$ cat config.mk
export PLATFORM = sky130hd
export DESIGN_NAME = gcd_sequencer_flat
export DESIGN_NICKNAME = d
export VERILOG_FILES = /design/src/rtl/gcd_if.sv /design/src/rtl/gcd_sequencer.sv /design/src/flat_wrapper.sv
export SDC_FILE = /design/constraint.sdc
export NUM_CORES = 1
export LEC_CHECK = 0
export BUFFER_PORTS_ARGS = -buffer_cell sky130_fd_sc_hd__buf_4
export CORE_MARGIN = 2
export CORE_UTILIZATION = 45
export DETAILED_ROUTE_END_ITERATION = 16
export PLACE_DENSITY = 0.76
export SLEW_MARGIN = 25
export SYNTH_ARGS = -nofsm -noshare
export SYNTH_HDL_FRONTEND = slang
export SYNTH_SLANG_ARGS = --single-unit
$ cat constraint.sdc
create_clock -name clock -period 2.95 [get_ports clock]
set_input_delay 0.295 -clock clock [delete_from_list [all_inputs] [get_ports clock]]
set_output_delay 0.295 -clock clock [all_outputs]
set_load 0.01 [all_outputs]
$ cat src/rtl/gcd_if.sv
// Operator/front-panel bundle for the subtractive GCD sequencer.
// The operator side drives Enter/Minput; the sequencer side drives the result and status.
interface gcd_if #(
  parameter int W = 8
);
  logic         Enter;
  logic [W-1:0] Minput;
  logic         Halt;
  logic [W-1:0] Moutput;
  logic         Busy;
  logic [W-1:0] IterCount;
  logic [3:0]   DisplayState;

  modport master (
    output Enter, Minput,
    input  Halt, Moutput, Busy, IterCount, DisplayState
  );

  modport slave (
    input  Enter, Minput,
    output Halt, Moutput, Busy, IterCount, DisplayState
  );
endinterface

$ cat src/rtl/gcd_sequencer.sv
// Subtractive GCD controller: captures two operands on Enter presses, runs the
// subtract loop one step per clock and reports the result with front-panel status.
module gcd_sequencer #(
  parameter int W        = 8,
  parameter int MAX_ITER = 255
) (
  input  logic clock,
  input  logic reset,
  gcd_if.slave bus
);

  // State encodings double as the DisplayState front-panel codes.
  typedef enum logic [3:0] {
    IDLE  = 4'h0,
    WAITY = 4'h1,
    RUN   = 4'h2,
    DONE  = 4'h3,
    ERR   = 4'hF
  } state_t;

  localparam logic [W-1:0] ZERO_C     = {W{1'b0}};
  localparam logic [W-1:0] ONE_C      = {{(W-1){1'b0}}, 1'b1};
  localparam logic [W-1:0] MAX_ITER_C = W'(MAX_ITER);

  state_t       state_r, state_s;
  logic [W-1:0] x_r, x_s;
  logic [W-1:0] y_r, y_s;
  logic [W-1:0] mout_r, mout_s;
  logic [W-1:0] iter_r, iter_s;
  logic         halt_r;
  logic         busy_r;
  logic         enter_q_r;
  logic         accept_s;

  // Next-state and datapath decisions for the sequencer.
  always_comb begin
    state_s  = state_r;
    x_s      = x_r;
    y_s      = y_r;
    mout_s   = mout_r;
    iter_s   = iter_r;
    accept_s = bus.Enter & ~enter_q_r;
    case (state_r)
      IDLE, DONE, ERR: begin
        if (accept_s) begin
          x_s     = bus.Minput;
          iter_s  = ZERO_C;
          state_s = WAITY;
        end else begin
          state_s = state_r;
        end
      end
      WAITY: begin
        if (accept_s) begin
          y_s     = bus.Minput;
          state_s = RUN;
        end else begin
          state_s = WAITY;
        end
      end
      RUN: begin
        // Terminating compares take priority over the iteration limit.
        if ((x_r == ZERO_C) || (y_r == ZERO_C)) begin
          mout_s  = x_r | y_r;
          state_s = DONE;
        end else if (x_r == y_r) begin
          mout_s  = x_r;
          state_s = DONE;
        end else if (iter_r == MAX_ITER_C) begin
          mout_s  = ZERO_C;
          state_s = ERR;
        end else if (x_r > y_r) begin
          x_s    = x_r - y_r;
          iter_s = iter_r + ONE_C;
        end else begin
          y_s    = y_r - x_r;
          iter_s = iter_r + ONE_C;
        end
      end
      default: begin
        state_s = IDLE;
      end
    endcase
  end

  // State, datapath and registered status outputs.
  always_ff @(posedge clock or negedge reset) begin
    if (!reset) begin
      state_r   <= IDLE;
      x_r       <= ZERO_C;
      y_r       <= ZERO_C;
      mout_r    <= ZERO_C;
      iter_r    <= ZERO_C;
      halt_r    <= 1'b0;
      busy_r    <= 1'b0;
      enter_q_r <= 1'b0;
    end else begin
      state_r   <= state_s;
      x_r       <= x_s;
      y_r       <= y_s;
      mout_r    <= mout_s;
      iter_r    <= iter_s;
      halt_r    <= (state_s == DONE) || (state_s == ERR);
      busy_r    <= (state_s == RUN);
      enter_q_r <= bus.Enter;
    end
  end

  assign bus.Halt         = halt_r;
  assign bus.Busy         = busy_r;
  assign bus.Moutput      = mout_r;
  assign bus.IterCount    = iter_r;
  assign bus.DisplayState = state_r;

endmodule

$ cat src/flat_wrapper.sv
// flat-port wrapper written by rule: the top's interface ports become plain ports
module gcd_sequencer_flat 
#(
  parameter int W        = 8,
  parameter int MAX_ITER = 255
)
  (clock, reset, bus_Enter, bus_Minput, bus_Halt, bus_Moutput, bus_Busy, bus_IterCount, bus_DisplayState);
  gcd_if #(.W(W)) bus_i ();
  input  logic clock;
  input  logic reset;
  input wire logic [$bits(bus_i.Enter)-1:0] bus_Enter;
  input wire logic [$bits(bus_i.Minput)-1:0] bus_Minput;
  output wire logic [$bits(bus_i.Halt)-1:0] bus_Halt;
  output wire logic [$bits(bus_i.Moutput)-1:0] bus_Moutput;
  output wire logic [$bits(bus_i.Busy)-1:0] bus_Busy;
  output wire logic [$bits(bus_i.IterCount)-1:0] bus_IterCount;
  output wire logic [$bits(bus_i.DisplayState)-1:0] bus_DisplayState;
  assign bus_i.Enter = bus_Enter;
  assign bus_i.Minput = bus_Minput;
  assign bus_Halt = bus_i.Halt;
  assign bus_Moutput = bus_i.Moutput;
  assign bus_Busy = bus_i.Busy;
  assign bus_IterCount = bus_i.IterCount;
  assign bus_DisplayState = bus_i.DisplayState;
  gcd_sequencer #(.W(W), .MAX_ITER(MAX_ITER)) u_core (.clock(clock), .reset(reset), .bus(bus_i));
endmodule
# After elaboration in Yosys (flattened, before gate mapping)
# Cells that the tools add are included.
[totals] elab_cells=69 romBits=0 n_memories=0 out_inout_bits=22 in_bits=11 regBits=39 mem_bits_rw=0 latch_bits=0
[classes] bitwise=3 muxes=25 mul=0 order_cmp=1 n_reduce_logical=13 addsub=3 n_div=0 shift=0 n_eq_ne=16
[ops] op="8-bit 2-to-1 mux" n=16
[ops] op="8-bit case mux with 2 select lines" n=3
[ops] op="4-bit by 2-bit equality test with 1-bit output, second input constant" n=4
[ops] op="8-bit logical NOT" n=2
[ops] op="4-bit 2-to-1 mux" n=4
[ops] op="8-bit subtractor" n=2
[ops] op="4-bit case mux with 3 select lines" n=1
[ops] op="6-bit AND reduction" n=2
[ops] op="8-bit by 1-bit adder with 8-bit output, second input constant" n=1
[ops] op="4-bit equality test, second input constant" n=2
[ops] op="8-bit equality test" n=1
[ops] op="8-bit equality test, second input constant" n=1
[ops] op="8-bit > comparator" n=1
[ops] op="2-bit inequality test, second input constant" n=4
[ops] op="8-bit OR" n=1
[ops] op="2-bit by 1-bit inequality test with 1-bit output, second input constant" n=3
[ops] op="5-bit AND reduction" n=1
[ops] op="4-bit by 1-bit equality test with 1-bit output, second input constant" n=1
[ops] op="4-bit logical NOT" n=1
[ops] op="2-bit nonzero test" n=2
[ops] op="3-bit nonzero test" n=1
[ops] op="3-bit OR reduction" n=1
[ops] op="1-bit logical OR" n=2
[ops] op="2-bit 2-to-1 mux" n=1
[ops] op="3 further kinds" n=3

# Depth between registers and ports, before layout
# Gate-level depths: netlist of run 1.
[depth] word_depth=7 depth_mapped=10 ltp_nobuf=9

# Worst setup path before layout of run 1
# No wires, ideal clock.
[synth_timing] path_type="register to register" from="reg u_core.x_r[0]" to="reg u_core.x_r[1]" required_ps=2825 arrival_time_ps=2405 setup_slack_ps=420 path_stages_with_launch=10 synth_period_minus_slack_ps=2530 setup_time_ps=125 path_buffers=0 cell_sequence="dfrtp_1 > inv_1 > ha_1 > fa_1 > o21bai_2 > a21oi_2 > o41ai_2 > nand4b_2 > a21boi_4 > mux2_4"
[synth_between] elab_chain_len=6 word_cells_on_any_way=14 classes_between="1 x add/sub; 1 x order compare; 4 x eq/ne; 5 x mux; 3 x reduce/logical"
[synth_lines] item="start: declaration" line="gcd_sequencer.sv:26" source="logic [W-1:0] x_r, x_s;"
[synth_lines] item="start signal: assignment" line="gcd_sequencer.sv:99" source="x_r <= x_s;"
[synth_lines] item="8-bit subtractor" line="gcd_sequencer.sv:73" source="x_s = x_r - y_r;"
[synth_lines] item="8-bit 2-to-1 mux" line="gcd_sequencer.sv:72" source="end else if (x_r > y_r) begin"
[synth_lines] item="8-bit 2-to-1 mux" line="gcd_sequencer.sv:69" source="end else if (iter_r == MAX_ITER_C) begin"
[synth_lines] item="8-bit 2-to-1 mux" line="gcd_sequencer.sv:66" source="end else if (x_r == y_r) begin"
[synth_lines] item="8-bit 2-to-1 mux" line="gcd_sequencer.sv:63" source="if ((x_r == ZERO_C) || (y_r == ZERO_C)) begin"
[synth_lines] item="8-bit case mux with 2 select lines" line="gcd_sequencer.sv:43" source="case (state_r)"
# Parallel ways exist; a longest one is shown, timed or not. The select of a mux whose other input is x is not followed.
# A chain may end at the register's enable or synchronous reset.

# Final worst setup path of run 1
[layout_timing] from="reg u_core.x_r[0]" to="reg u_core.x_r[3]"
# Same word-level chain as after synthesis.

==> results of run 1 <==
cells in the final DEF (no fill, tap or decap), types with 4 or more instances in the layout:
master	synthesis	layout
buf_4	1	41
dfrtp_1	39	39
inv_1	24	24
nand2_1	24	24
ha_1	24	24
a21oi_1	20	20
nor2_1	18	18
a31oi_1	16	16
mux2_4	15	15
o21ai_0	12	12
xnor2_1	9	9
and2_1	5	5
clkbuf_8	0	5
nor4_1	4	4
o41ai_1	4	4
nand2b_1	4	4
layer usage:
layer,up-vias,global-route usage (%)
li1,1137,-
met1,1117,27.6
met2,61,33.7
met3,7,2.87
met4,0,5.57
met5,-,0
how the worst max path moves through the flow:
stage	from	end	slack [ns]	depth (start not counted)
after floorplan	u_core.x_r[0]	u_core.x_r[1]	0.42	9
after global placement	u_core.x_r[0]	u_core.x_r[5]	0.10	9
after detailed placement	u_core.x_r[0]	u_core.x_r[3]	0.09	9
after CTS	u_core.x_r[0]	u_core.x_r[3]	0.04	9
after global routing	u_core.x_r[6]	u_core.y_r[5]	-0.01	7
final	u_core.x_r[0]	u_core.x_r[3]	0.14	10
logic make-up after synthesis:
group / count (synthesis)
XOR/XNOR: 10
buffers and inverters: 38
multiplexers: 17
adder cells (fa/ha/maj): 27
AO/OA/AOI/OAI: 85
AND/OR/NAND/NOR: 81
flip-flops: 39
final cells by class:
type | count | share of cell area [%]
Multi-Input combinational cell | 220 | 51.3
Clock buffer | 6 | 2.16
Tap cell | 77 | 2.87
Timing Repair Buffer | 43 | 10.1
Sequential cell | 39 | 29.1
Inverter | 24 | 2.68
Clock inverter | 2 | 1.79
sequential cells by signal, summed over array words and instances, names as in the netlist:
name	flops
u_core.y_r	8
u_core.bus.Busy	1
u_core.bus.Halt	1
u_core.enter_q_r	1
u_core.bus.DisplayState	4
u_core.bus.Moutput	8
u_core.x_r	8
u_core.bus.IterCount	8
power groups by stage:
stage               logic (uW)  registers [uW]  clock network (uW)
floorplan                 2040             934                   0
global placement          2570             947                   0
detailed placement        2620             957                   0
CTS                       2650             945                 543
global route              2990             979                 563
finish                    2720             950                 534
critical path: cells and delay by family, from the launching register on:
| kind | cells | cell delay, ns |
|---|---|---|
| AOI/OAI and AO/OA | 4 | 0.84 |
| adders and majority gates | 2 | 0.65 |
| buffers and inverters | 2 | 0.26 |
| DFF | 1 | 0.45 |
| muxes | 1 | 0.30 |
| and+or+nand+nor | 1 | 0.19 |
timing repair:
action | 4_1_cts | 5_1_grt
setup endpoints to repair | 0 | 15
hold buffers | 1 | 0
buffers inserted | 0 | 1
gates resized for setup | 0 | 1
endpoints found under the hold margin | 31 | 0
synth_stat cells, types with 2 or more instances:
cell | instances | area share (%)
ha_1 | 24 | 10
fa_1 | 2 | 1.4
a31o_1 | 3 | 0.92
nand2_1 | 24 | 3.1
buf_2 | 5 | 0.87
nor2_1 | 18 | 2.4
and4_1 | 2 | 0.61
o21ai_0 | 12 | 2.1
o31ai_1 | 2 | 0.52
o41ai_1 | 4 | 1.2
and2_1 | 5 | 1.1
a41oi_1 | 3 | 0.92
and3_1 | 3 | 0.65
buf_6 | 3 | 1.2
o221ai_1 | 2 | 0.61
o21ai_1 | 3 | 0.52
a21oi_1 | 20 | 3.5
xnor2_1 | 9 | 2.7
nand3_1 | 3 | 0.52
a31oi_1 | 16 | 3.5
nand4_1 | 3 | 0.65
nand2b_1 | 4 | 0.87
a21o_1 | 2 | 0.52
mux2_4 | 15 | 7.9
o21bai_1 | 2 | 0.52
a221oi_1 | 2 | 0.61
clkbuf_1 | 5 | 0.65
nor3_1 | 3 | 0.52
nor4_1 | 4 | 0.87
nor2b_1 | 3 | 0.65
dfrtp_1 | 39 | 34
inv_1 | 24 | 3.1
o211ai_1 | 2 | 0.52
through the flow:
step	util, %	std cells	setup TNS (ns)	area (sq um)	setup WS [ns]
after floorplan	-	297	0	2870	0.420
after global placement	51.1	401	0	3190	0.104
after detailed placement	51.1	401	0	3190	0.0909
after CTS	53.4	410	0	3330	0.0371
after global routing	53.8	411	-0.0380	3360	-0.0121
final	53.8	411	0	3360	0.144
==> impl_metrics.py, run 1 <==
metrics = {
    "synth": {
        "synth_xor_area_share_pct": 3.05,
        "ys_seq_area_share_pct": 34.0,
        "synth_seq_cells": 39,
        "syn_avg_cell_area_sq_um": 9.66,
        "syn-num-nets": 334,
        "synth_simple_gate_area_share_pct": 15.2,
        "yosysWarningCount": 0,
        "synth_cells": 297,
        "synthMuxAreaShare_pct": 8.59,
        "synth-compound-area-share_pct": 20.8,
        "synth_top_family_by_area": "compound AO/OA/AOI/OAI gates",
        "mappedNetlistArea_sq_um": 2870,
        "synth_edf_count": 0,
        "ys_async_sr_fraction_pct": 100,
        "yosys_most_used_dff": "dfrtp_1",
        "synthAdderAreaFrac_pct": 12.2,
        "synth.distinct_cells": 59,
    },
    "worst_setup_path": {
        "r2r-start": "u_core.x_r[0]",
        "worstPathCellList": "inv_1 -> ha_1 -> fa_1 -> o21bai_2 -> a21oi_2 -> o41ai_2 -> nand4b_2 -> a21boi_4 -> buf_12 -> mux2_4",
        "startpoint_type": "flip-flop",
        "r2r-end": "u_core.x_r[3]",
        "rrSetupSlack_ns": 0.14,
        "critPathCaptureType": "flip-flop",
        "cp_data_required_time_ns": 3.13,
        "path_max_fanout": 8,
        "critPathKind": "flip-flop to flip-flop",
        "rr_worst_depth": 10,
        "cpPeakStageDelay_ns": 0.45,
        "worst_path_max_delay_cell": "dfrtp_1",
        "worstPathArrival_ns": 2.99,
    },
    "drt": {
        "wl_met3_microns": 352,
        "drtPass1Iterations": 5,
        "via_per_inst": 5.65,
        "drt.antenna.violating_nets": 0,
        "wl_per_cell_microns": 16.2,
        "top_layer": "met4",
        "drc": 0,
        "first_iter_violations": 120,
        "wl_met1_microns": 3070,
        "dr_wl_met2_microns": 3160,
        "wirelength_microns": 6680,
        "vias": 2322,
    },
    "place": {
        "place.gp.congestion": 0.915,
        "dp_hpwl_microns": 4900,
        "io_buffers": 32,
    },
    "pwr": {
        "seq_power_share_pct": 22.6,
        "swShare_pct": 44.4,
        "finalPower_uw": 4210,
        "vdd_ir_drop_max_mv": 0.402,
        "leakagePower_uw": 0.00159,
        "internal-power_uw": 2340,
        "p_clk_share_pct": 12.7,
        "comb_power_share_pct": 64.7,
        "power.switching_uw": 1870,
        "powerDensity_nw_per_um2": 1250,
    },
    "flow_run": {
        "maxCapViolations": 0,
    },
    "min_path": {
        "hp-start": "bus_Enter",
        "holdPathEnd": "u_core.enter_q_r",
        "hold_path_depth": 1,
        "min_path_type": "primary input to flip-flop",
    },
    "timing": {
        "period_needed_ns": 2.81,
        "fmax_mhz": 356,
        "tightest_slew_ns": 0.702,
        "min_period_over_period_pct": 95.1,
        "setup_viol": 0,
        "hold_violations": 0,
        "maxSlewHeadroom_pct": 53.2,
        "whs_ns": 0.138,
        "skew_ns": 0.0105,
        "rsz0062_at_grt": "true",
        "drv_slew": 0,
    },
    "global_routing": {
        "antenna_found_initial": 0,
        "grtUsageTotal_pct": 20.2,
        "grt_pass1_vias": 2324,
        "grt_first_pass_wirelength_microns": 11500,
        "overflow": 0,
        "grt_max_degree": 40,
    },
    "clock_tree": {
        "clkSinkCount": 39,
        "clk_transition_reported_paths_ns": 0.07,
        "cts_buffers": 5,
        "h-tree-depth": 2,
        "cts_tree": "built",
        "clockRootBuffer": "clkbuf_8",
        "clk_latency_ns": 0.30,
        "cts.path.max_buffers": 2,
    },
    "die": {
        "start_util_pct": 46.0,
        "core_area_sq_um": 6240,
        "die_h_microns": 83.8,
        "ios": 33,
        "row_count": 29,
        "die-width_microns": 83.8,
        "dieArea_sq_um": 7030,
    },
    "finish": {
        "final.fill_count": 557,
        "layout.nets": 370,
        "register_area_sq_um": 976,
        "layout-drive-gt1-share_pct": 23.4,
        "area_growth_pct": 17.0,
        "n_antenna_cell": 0,
        "multi_input_area_sq_um": 1720,
    },
    "run_status": {
        "status": "complete, no violations",
    },
}
No activity file was read; power rests on OpenSTA's default activity.
==> run 2, diff against run 1 <==
--- a/config.mk
+++ b/config.mk
@@ -9,7 +9,8 @@
 export CORE_MARGIN = 2
 export CORE_UTILIZATION = 45
 export DETAILED_ROUTE_END_ITERATION = 16
-export PLACE_DENSITY = 0.76
+export GPL_TIMING_DRIVEN = 0
+export PLACE_DENSITY = 0.79
 export SLEW_MARGIN = 25
 export SYNTH_ARGS = -nofsm -noshare
 export SYNTH_HDL_FRONTEND = slang
==> constraint.sdc (replaced) <==
create_clock -name clock -period 2.4 [get_ports clock]
set_input_delay 0.24 -clock clock [delete_from_list [all_inputs] [get_ports clock]]
set_output_delay 0.24 -clock clock [all_outputs]
set_load 0.01 [all_outputs]
==> run 2 against run 1 <==
The run now ends with setup timing left. Combinational power increased by 56%. Fmax rose by 9.9%. Via count increased by 9.7%. Power up 42%. Register-to-register slack lost 0.30 ns. Clock-buffer cell count shrank 1. Highest routed layer unchanged.
==> impl_metrics.py, run 2 (same netlist as run 1, synthesis figures left out) <==
metrics = {
    "place": {
        "dp_hpwl_microns": 4860,
        "dp_slack_ns": -0.378,
        "place.gp.congestion": 0.929,
        "io_buffers": 32,
    },
    "worst_setup_path": {
        "critPathCapture": "u_core.x_r[4]",
        "worstPathCellList": "ha_2 -> fa_2 -> o21bai_4 -> a21oi_4 -> o41ai_4 -> nand4b_2 -> a21boi_4 -> buf_12 -> mux2_4",
        "worst_path_max_delay_cell": "dfrtp_1",
        "cp_data_required_time_ns": 2.58,
        "r2r-end": "u_core.x_r[4]",
        "worstPathArrival_ns": 2.73,
        "path_max_fanout": 7,
        "cpPeakStageDelay_ns": 0.42,
        "crit_start": "u_core.y_r[0]",
        "critPathCaptureType": "flip-flop",
        "rr_worst_depth": 9,
        "startpoint_type": "flip-flop",
        "rrSetupSlack_ns": -0.15,
        "r2r-start": "u_core.y_r[0]",
        "critPathKind": "flip-flop to flip-flop",
    },
    "finish": {
        "area_growth_pct": 29.0,
        "layout-drive-gt1-share_pct": 36.0,
        "final.fill_count": 485,
        "final_cell_mix": "buf_4, dfrtp_1, nand2_1",
        "layout.nets": 405,
        "final_core_utilization_pct": 59.3,
        "n_antenna_cell": 0,
        "final_common_cell": "buf_4",
    },
    "die": {
        "ios": 33,
        "start_util_pct": 46.0,
        "row_count": 29,
        "core_area_sq_um": 6240,
        "dieArea_sq_um": 7030,
        "die_h_microns": 83.8,
        "die-width_microns": 83.8,
    },
    "global_routing": {
        "grt_max_degree": 40,
        "grt.met1_usage_pct": 29.3,
        "antenna_found_initial": 0,
        "overflow": 0,
        "grtUsageMet2_pct": 33.7,
        "use_met3_pct": 3.26,
        "grt_first_pass_wirelength_microns": 12000,
        "grt_most_used_layer": "met2",
        "grt_pass1_vias": 2381,
        "grtUsageTotal_pct": 21.0,
    },
    "clock_tree": {
        "clkSinkCount": 39,
        "clockRootBuffer": "clkbuf_8",
        "h-tree-depth": 2,
        "cts_tree": "built",
        "cts_buffers": 5,
        "clk_latency_ns": 0.29,
        "clk_transition_reported_paths_ns": 0.08,
        "cts.path.max_buffers": 2,
    },
    "timing": {
        "hold_violations": 0,
        "setup_viol": 16,
        "rsz0062_at_grt": "true",
        "drv_slew": 0,
        "maxSlewHeadroom_pct": 54.8,
        "min_period_over_period_pct": 106,
        "fmax_mhz": 392,
        "skew_ns": 0.00458,
        "tightest_slew_ns": 0.674,
        "period_needed_ns": 2.55,
        "worst_slack_ns": -0.152,
    },
    "min_path": {
        "min_path_type": "primary input to flip-flop",
        "hold_path_depth": 1,
    },
    "drt": {
        "wirelength_microns": 7560,
        "vias": 2547,
        "drc": 0,
        "wl_per_cell_microns": 16.9,
        "first_iter_violations": 166,
        "via_per_inst": 5.71,
        "drtPass1Iterations": 5,
        "drt.antenna.violating_nets": 0,
    },
    "pwr": {
        "power.switching_uw": 2650,
        "powerDensity_nw_per_um2": 1610,
        "seq_power_share_pct": 19.3,
        "p_clk_share_pct": 9.3,
        "vdd_ir_drop_max_mv": 0.580,
        "swShare_pct": 44.4,
        "leakagePower_uw": 0.00174,
        "internal-power_uw": 3310,
        "comb_power_share_pct": 71.3,
    },
    "run_status": {
        "status": "finished, violations left",
        "violations": "setup timing",
    },
    "flow_run": {
        "maxCapViolations": 0,
    },
}
run 2: area by class of cell:
cell class                      instances  area [sq um]  area share [%]
Clock buffer                            5          68.8            1.86
Inverter                               24          90.1            2.43
Multi-Input combinational cell        220          1830            49.3
Tap cell                               77          96.3            2.60
Buffer                                 14          98.8            2.67
Timing Repair Buffer                   64           495            13.4
Sequential cell                        39           983            26.6
Clock inverter                          3          43.8            1.18
run 2: worst min path at each step:
stage                                          to       from
after floorplan                   u_core.bus.Busy      reset
after global placement    u_core.bus.IterCount[4]      reset
after detailed placement  u_core.bus.IterCount[4]      reset
after CTS                        u_core.enter_q_r  bus_Enter
after global routing             u_core.enter_q_r  bus_Enter
final                            u_core.enter_q_r  bus_Enter
run 2: metal layers:
metal / up-vias / part of all wire [%]
met4: 0 / 1.7
met1: 1219 / 44
met2: 97 / 49
li1: 1217 / -
met3: 14 / 5.7
met5: - / 0
run 2: what timing repair did:
action | in CTS | in global routing
resized for setup | 15 | 17
endpoints found under the hold margin | 39 | 0
buffers inserted | 14 | 17
endpoints found under the setup margin | 32 | 32
cloned | 0 | 0
pin swaps | 3 | 7
hold buffers | 1 | 0
run 2: metrics by stage:
stage               hold WS [ns]  instance area, sq um  cells  setup TNS, ns  total power, uW
detailed placement         0.245                  3210    406          -4.54             4410
CTS                       0.0732                  3510    429         -0.925             5440
finish                    0.0753                  3700    446          -1.50             5960
global placement           0.242                  3210    406          -3.66             4330
global route              0.0751                  3700    446          -2.51             6370
floorplan                -0.0556                  2870    297         -0.214             3660
run 2: power by group through the flow:
stage,registers [uW],clock network (uW),logic (uW)
2_1_floorplan,1150,0,2510
3_3_place_gp,1190,0,3140
3_5_place_dp,1200,0,3210
4_1_cts,1140,558,3740
5_1_grt,1170,599,4590
6_report,1150,556,4250
run 2: critical path, delay by kind of cell, from the launching register on:
| kind | cells | cell delay (ns) |
|---|---|---|
| buffers and inverters | 1 | 0.16 |
| flip-flops | 1 | 0.42 |
| adder cells (fa/ha/maj) | 2 | 0.59 |
| AO/OA/AOI/OAI | 4 | 0.77 |
| AND/OR/NAND/NOR | 1 | 0.18 |
| multiplexers | 1 | 0.30 |
